**src/rtl/mul_rr_sched_if.sv**
```systemverilog
// Bundle of client-side and datapath-side signals of the shared multiplier scheduler.
// slave is the scheduler's view; master is the view of whatever drives requests and the datapath.
interface mul_rr_sched_if #(
    parameter int N_REQ = 4,
    parameter int WIDTH = 16
);
    logic [N_REQ-1:0]       req;
    logic [N_REQ*WIDTH-1:0] a_in;
    logic [N_REQ*WIDTH-1:0] b_in;
    logic [N_REQ-1:0]       gnt;
    logic                   busy;
    logic [WIDTH-1:0]       dp_data;
    logic                   loada;
    logic                   loadb;
    logic                   clrP;
    logic                   loadP;
    logic                   decb;
    logic                   eqz;
    logic [2*WIDTH-1:0]     dp_prod;
    logic [N_REQ-1:0]       rsp_valid;
    logic [2*WIDTH-1:0]     rsp_prod;
    logic                   rsp_err;

    modport slave (
        input  req, a_in, b_in, eqz, dp_prod,
        output gnt, busy, dp_data, loada, loadb, clrP, loadP, decb,
               rsp_valid, rsp_prod, rsp_err
    );

    modport master (
        output req, a_in, b_in, eqz, dp_prod,
        input  gnt, busy, dp_data, loada, loadb, clrP, loadP, decb,
               rsp_valid, rsp_prod, rsp_err
    );
endinterface

```
**src/rtl/mul_rr_sched.sv**
```systemverilog
// Round-robin scheduler sharing one repeated-addition multiplier datapath among N_REQ clients.
// Sequences loada/loadb/clrP/loadP/decb until eqz, then returns the product to the winner.
module mul_rr_sched #(
    parameter int N_REQ = 4,
    parameter int WIDTH = 16
) (
    input  logic             clk,
    input  logic             rst_n,
    mul_rr_sched_if.slave    bus
);
    localparam int IDX_W = (N_REQ > 1) ? $clog2(N_REQ) : 1;

    localparam logic [2:0] S_IDLE  = 3'd0;
    localparam logic [2:0] S_LOADA = 3'd1;
    localparam logic [2:0] S_LOADB = 3'd2;
    localparam logic [2:0] S_MUL   = 3'd3;
    localparam logic [2:0] S_DONE  = 3'd4;

    localparam logic [WIDTH-1:0] CNT_MAX = {WIDTH{1'b1}};

    logic [2:0]         r_state;
    logic [N_REQ-1:0]   r_gnt;
    logic [IDX_W-1:0]   r_win;
    logic [IDX_W-1:0]   r_last;
    logic [WIDTH-1:0]   r_cnt;
    logic [N_REQ-1:0]   r_rsp_valid;
    logic [2*WIDTH-1:0] r_rsp_prod;
    logic               r_rsp_err;

    logic [IDX_W-1:0]   w_pick;
    logic [WIDTH-1:0]   w_a;
    logic [WIDTH-1:0]   w_b;
    logic [WIDTH-1:0]   w_dp_data;
    logic               w_loada;
    logic               w_loadb;
    logic               w_clrp;
    logic               w_loadp;
    logic               w_decb;
    logic               w_mul_exit;

    // First pending requester found scanning upward from last+1, wrapping at N_REQ.
    function automatic logic [IDX_W-1:0] rr_pick(input logic [N_REQ-1:0] req,
                                                 input logic [IDX_W-1:0] last);
        logic [IDX_W-1:0] pick;
        logic             found;
        int               idx;
        pick  = '0;
        found = 1'b0;
        for (int k = 1; k <= N_REQ; k++) begin
            idx = (int'(last) + k) % N_REQ;
            if (!found && req[idx]) begin
                found = 1'b1;
                pick  = IDX_W'(idx);
            end
        end
        return pick;
    endfunction

    assign w_pick     = rr_pick(bus.req, r_last);
    assign w_a        = bus.a_in[int'(r_win)*WIDTH +: WIDTH];
    assign w_b        = bus.b_in[int'(r_win)*WIDTH +: WIDTH];
    assign w_mul_exit = bus.eqz || (r_cnt == CNT_MAX);

    // Moore decode of the strobes; loadP/decb alone are gated live by eqz.
    always_comb begin
        w_dp_data = '0;
        w_loada   = 1'b0;
        w_loadb   = 1'b0;
        w_clrp    = 1'b0;
        w_loadp   = 1'b0;
        w_decb    = 1'b0;
        case (r_state)
            S_LOADA: begin
                w_loada   = 1'b1;
                w_dp_data = w_a;
            end
            S_LOADB: begin
                w_loadb   = 1'b1;
                w_clrp    = 1'b1;
                w_dp_data = w_b;
            end
            S_MUL: begin
                w_loadp   = ~bus.eqz;
                w_decb    = ~bus.eqz;
                w_dp_data = w_a;
            end
            default: ;
        endcase
    end

    always_ff @(posedge clk or negedge rst_n) begin
        if (!rst_n) begin
            r_state     <= S_IDLE;
            r_gnt       <= '0;
            r_win       <= '0;
            r_last      <= IDX_W'(N_REQ - 1);
            r_cnt       <= '0;
            r_rsp_valid <= '0;
            r_rsp_prod  <= '0;
            r_rsp_err   <= 1'b0;
        end else begin
            r_rsp_valid <= '0;
            case (r_state)
                S_IDLE: begin
                    if (|bus.req) begin
                        r_win   <= w_pick;
                        r_last  <= w_pick;
                        r_gnt   <= {{(N_REQ-1){1'b0}}, 1'b1} << w_pick;
                        r_state <= S_LOADA;
                    end
                end
                S_LOADA: r_state <= S_LOADB;
                S_LOADB: begin
                    r_cnt   <= '0;
                    r_state <= S_MUL;
                end
                S_MUL: begin
                    // The product is stable here (loadP is off on the eqz cycle), so capture
                    // it on the way out and raise the response for the whole DONE cycle.
                    if (w_mul_exit) begin
                        r_rsp_prod  <= bus.dp_prod;
                        r_rsp_err   <= ~bus.eqz;
                        r_rsp_valid <= r_gnt;
                        r_state     <= S_DONE;
                    end else begin
                        r_cnt <= r_cnt + 1'b1;
                    end
                end
                S_DONE: begin
                    r_gnt   <= '0;
                    r_state <= S_IDLE;
                end
                default: r_state <= S_IDLE;
            endcase
        end
    end

    assign bus.gnt       = r_gnt;
    assign bus.busy      = (r_state != S_IDLE);
    assign bus.dp_data   = w_dp_data;
    assign bus.loada     = w_loada;
    assign bus.loadb     = w_loadb;
    assign bus.clrP      = w_clrp;
    assign bus.loadP     = w_loadp;
    assign bus.decb      = w_decb;
    assign bus.rsp_valid = r_rsp_valid;
    assign bus.rsp_prod  = r_rsp_prod;
    assign bus.rsp_err   = r_rsp_err;
endmodule

```
**src/flat_wrapper.sv**
```systemverilog
// flat-port wrapper written by rule: the top's interface ports become plain ports
module mul_rr_sched_flat 
#(
    parameter int N_REQ = 4,
    parameter int WIDTH = 16
)
  (clk, rst_n, bus_req, bus_a_in, bus_b_in, bus_eqz, bus_dp_prod, bus_gnt, bus_busy, bus_dp_data, bus_loada, bus_loadb, bus_clrP, bus_loadP, bus_decb, bus_rsp_valid, bus_rsp_prod, bus_rsp_err);
  mul_rr_sched_if #(.N_REQ(N_REQ), .WIDTH(WIDTH)) bus_i ();
  input  logic clk;
  input  logic rst_n;
  input wire logic [$bits(bus_i.req)-1:0] bus_req;
  input wire logic [$bits(bus_i.a_in)-1:0] bus_a_in;
  input wire logic [$bits(bus_i.b_in)-1:0] bus_b_in;
  input wire logic [$bits(bus_i.eqz)-1:0] bus_eqz;
  input wire logic [$bits(bus_i.dp_prod)-1:0] bus_dp_prod;
  output wire logic [$bits(bus_i.gnt)-1:0] bus_gnt;
  output wire logic [$bits(bus_i.busy)-1:0] bus_busy;
  output wire logic [$bits(bus_i.dp_data)-1:0] bus_dp_data;
  output wire logic [$bits(bus_i.loada)-1:0] bus_loada;
  output wire logic [$bits(bus_i.loadb)-1:0] bus_loadb;
  output wire logic [$bits(bus_i.clrP)-1:0] bus_clrP;
  output wire logic [$bits(bus_i.loadP)-1:0] bus_loadP;
  output wire logic [$bits(bus_i.decb)-1:0] bus_decb;
  output wire logic [$bits(bus_i.rsp_valid)-1:0] bus_rsp_valid;
  output wire logic [$bits(bus_i.rsp_prod)-1:0] bus_rsp_prod;
  output wire logic [$bits(bus_i.rsp_err)-1:0] bus_rsp_err;
  assign bus_i.req = bus_req;
  assign bus_i.a_in = bus_a_in;
  assign bus_i.b_in = bus_b_in;
  assign bus_i.eqz = bus_eqz;
  assign bus_i.dp_prod = bus_dp_prod;
  assign bus_gnt = bus_i.gnt;
  assign bus_busy = bus_i.busy;
  assign bus_dp_data = bus_i.dp_data;
  assign bus_loada = bus_i.loada;
  assign bus_loadb = bus_i.loadb;
  assign bus_clrP = bus_i.clrP;
  assign bus_loadP = bus_i.loadP;
  assign bus_decb = bus_i.decb;
  assign bus_rsp_valid = bus_i.rsp_valid;
  assign bus_rsp_prod = bus_i.rsp_prod;
  assign bus_rsp_err = bus_i.rsp_err;
  mul_rr_sched #(.N_REQ(N_REQ), .WIDTH(WIDTH)) u_core (.clk(clk), .rst_n(rst_n), .bus(bus_i));
endmodule
```
**config.mk**
```make
export PLATFORM = sky130hd
export DESIGN_NAME = mul_rr_sched_flat
export DESIGN_NICKNAME = d
export VERILOG_FILES = /design/src/rtl/mul_rr_sched_if.sv /design/src/rtl/mul_rr_sched.sv /design/src/flat_wrapper.sv
export SDC_FILE = /design/constraint.sdc
export NUM_CORES = 1
export LEC_CHECK = 0
export CORE_AREA = 2 2 101 103
export DETAILED_ROUTE_END_ITERATION = 10
export DIE_AREA = 0 0 103 105
export PLACE_DENSITY_LB_ADDON = 0.12
export SYNTH_ARGS = -nofsm -noshare
export SYNTH_HDL_FRONTEND = slang
export SYNTH_SLANG_ARGS = --single-unit
export TNS_END_PERCENT = 10
```
**constraint.sdc**
```tcl
create_clock -name clk -period 2.8 [get_ports clk]
set_input_delay 0.28 -clock clk [delete_from_list [all_inputs] [get_ports clk]]
set_output_delay 0.28 -clock clk [all_outputs]
set_load 0.005 [all_outputs]
```
==> impl_results.md <==
* Final setup fails at 0
* Total of max-cap violations at 0
* WL final at 13000 um
* Post-DP HPWL at 10200 um
* Final Critical Period at 2.73 ns
* Top_reg_cell synth: dfrtp_1
* Initial antenna violation count at 0
* Worst Path Arrival at 2.45 ns
* Total clock sinks at 64
* Distinct cells, synth at 46
* Startpoint type of the worst setup path: flip-flop
* Cell with the most instances after synthesis: nand2_1
* Worst clock skew at 0.0109 ns
* Die footprint at 10800 um^2
* Post-Synthesis Cells at 376
* VDD IR max at 505 uV
* Yosys top cell area share at 0.399
* Clk buf depth at 2
* Hold WC Path Type: in -> async
* EDFF count, synth at 0
* First-pass GRT wire length at 20000 um
* Vias in the first global route at 3865
* #FFs+latches synth at 64
* Top cells by count, synth: nand2_1, dfrtp_1, nor2_1
* Slew Viols, Final at 0
* Syn Area/Cell at 10.3 um^2
* Post-route antenna net violation count at 0
* Relative slew slack at 0.458
* Hold violation count in the final report at 0
* Area of the core at 9640 um^2
* Die X at 103 um
* IO Pins at 230
* FMAX at 0.367 GHz
* Antenna diodes at 0
* Pin count of the biggest net entering global routing at 65
* Critical path buffers and inverters at 2
* DP Area at 6260 um^2
* Total CTS buffers at 9
* Routability cong. at 0.870
* Starting Density at 0.403
* Mapped Area at 3880 um^2
* CP delay by family, top: buffers and inverters
* 1st-pass router iterations at 4
* Clk_lat worst skew at 0.34 ns
* Via-per-instance ratio at 5.05
* Max incr delay on CP at 0.52 ns
* Crit-path max FO at 16
* Die height at 105 um
* Starting DRT DRC Count at 175
* Crit-path cells: nor2b_4, buf_12, mux4_2, mux2i_1, nor2_1, clkdlybuf4s50_1
* Vias at 3731
* Period utilization at 0.974
* CTS tree: built
* Worst-path clk slew at 0.08 ns
* Register Area at 1610 um^2
* Pwr/cell area at 843 nW/um^2
* Status: completed
* Fill count at 790
* Design Area, Final at 6530 um^2
* Multi-input gate area at 2100 um^2
* Global route total overflow at 0
* Top area cells in the synthesized netlist: dfrtp_1, mux4_2, nand2_1
* Num rows at 36
* FFs w/ async S/R, synth at 1.00
* Cell taking the most area after synthesis: dfrtp_1
* CP max stage cell: mux4_2
* Setup CP Type: reg -> out
* Port Buffers at 229
* Post-Route Utilization at 0.677
* Ratio of cells with drive above 1 in the final layout at 0.119
* Crit. End Element: output port
* Total GRT Usage at 0.242
* Root buffer cell: clkbuf_8
* Yosys warns at 0
* WL per Instance at 17.6 um
* Final nets at 769
* H-Tree Depth at 3
* Post-route DRC at 0
* Post-CTS Hold Fix Bufs at 0
* Worst Path Required at 2.52 ns
* Sequential area share after synthesis at 0.413
* Worst Max-Slew Pin Slew at 0.813 ns
* Pleak at 2.89 nW
* Post-Synthesis Net Count at 544
* Area delta synth->final at 68.1%
-- worst paths after layout --
| kind | startpoint | cells past startpoint | slack, ns | endpoint |
|---|---|---|---|---|
| worst max register to register | u_core.r_cnt[0]$_DFFE_PN0P_ | 6 | 0.87 | u_core.bus.rsp_valid[3]$_DFF_PN0_ |
| min in group clk | bus_dp_prod[11] | 3 | 0.45 | u_core.bus.rsp_prod[11]$_DFFE_PN0P_ |
| worst min register to register | u_core.bus.rsp_prod[27]$_DFFE_PN0P_ | 2 | 0.47 | u_core.bus.rsp_prod[27]$_DFFE_PN0P_ |
| worst max-delay path | u_core.r_state[0]$_DFFE_PN0P_ | 6 | 0.07 | bus_dp_data[8] |
| max in group asynchronous | rst_n | 2 | 2.11 | u_core.r_state[2]$_DFFE_PN0P_ |
| worst min-delay path | rst_n | 2 | 0.11 | u_core.bus.rsp_prod[22]$_DFFE_PN0P_ |
-- kinds of logic after synthesis --
logic type | count (synthesis) | share of synthesized area
AO/OA/AOI/OAI | 23 | 0.0425
flip-flops | 64 | 0.413
buffers and inverters | 32 | 0.0480
XOR/XNOR | 10 | 0.0226
AND/OR/NAND/NOR | 196 | 0.237
multiplexers | 50 | 0.234
adder cells (fa/ha/maj) | 1 | 0.00322
-- area by class of cell --
cell class / instances / share of cell area
clock buffer: 9 / 0.0190
clock inverter: 7 / 0.0157
sequential: 64 / 0.246
timing repair buffer: 237 / 0.367
multi-input combinational: 280 / 0.322
tap: 133 / 0.0255
inverter: 9 / 0.00537
-- repair_timing --
action	CTS	global route
setup buffers	0	0
resized for setup	1	8
hold endpoints to repair	0	0
gates cloned	0	1
endpoints found under the setup margin	9	14
-- metal layers --
metal,global-route usage,part of all wire,vias up
met5,0,0,-
met4,0.116,0.042,0
met3,0.0769,0.089,41
met2,0.418,0.52,140
met1,0.263,0.35,1784
li1,-,-,1766
-- flip-flops by register name (all words and copies together) (netlist names) --
register and count:
u_core.bus.rsp_prod 32, u_core.r_cnt 16, u_core.bus.gnt 4, u_core.bus.rsp_valid 4, u_core.r_state 3, u_core.r_last 2
u_core.r_win 2, u_core.bus.rsp_err 1
-- cell usage in the layout (no fill, tap or decap), types with 4 or more instances in the layout --
master / netlist / routed
nand2_1: 110 / 110
dfrtp_1: 62 / 60
xnor2_1: 5 / 5
mux4_2: 30 / 30
buf_4: 4 / 6
nand2b_1: 6 / 6
o21ai_0: 5 / 5
mux2i_1: 18 / 18
xor2_1: 5 / 5
a21oi_1: 6 / 6
and2_1: 4 / 4
clkbuf_8: 0 / 9
inv_1: 8 / 8
nand3_1: 14 / 14
nor3_1: 7 / 7
clkdlybuf4s50_1: 0 / 221
nor2_1: 36 / 36
dlymetal6s2s_1: 0 / 7
-- through the flow --
step	TNS (ns)	setup WS, ns	hold WS, ns	total power [W]	std cells
6_report	0	0.0738	0.106	0.00551	739
5_1_grt	-0.0322	-0.0317	0.174	0.00593	739
4_1_cts	0	0.0175	0.131	0.00555	738
3_5_place_dp	0	0.323	0.461	0.00463	722
3_3_place_gp	0	0.376	0.457	0.00456	722
2_1_floorplan	0	0.784	-0.0156	0.00315	376
-- where the power goes --
group | switching (W) | total (W) | internal [W]
combinational | 0.00129 | 0.00317 | 0.00188
sequential | 0.000199 | 0.00143 | 0.00123
clock | 0.000393 | 0.000903 | 0.000510
(Power assumes the default switching activity.)
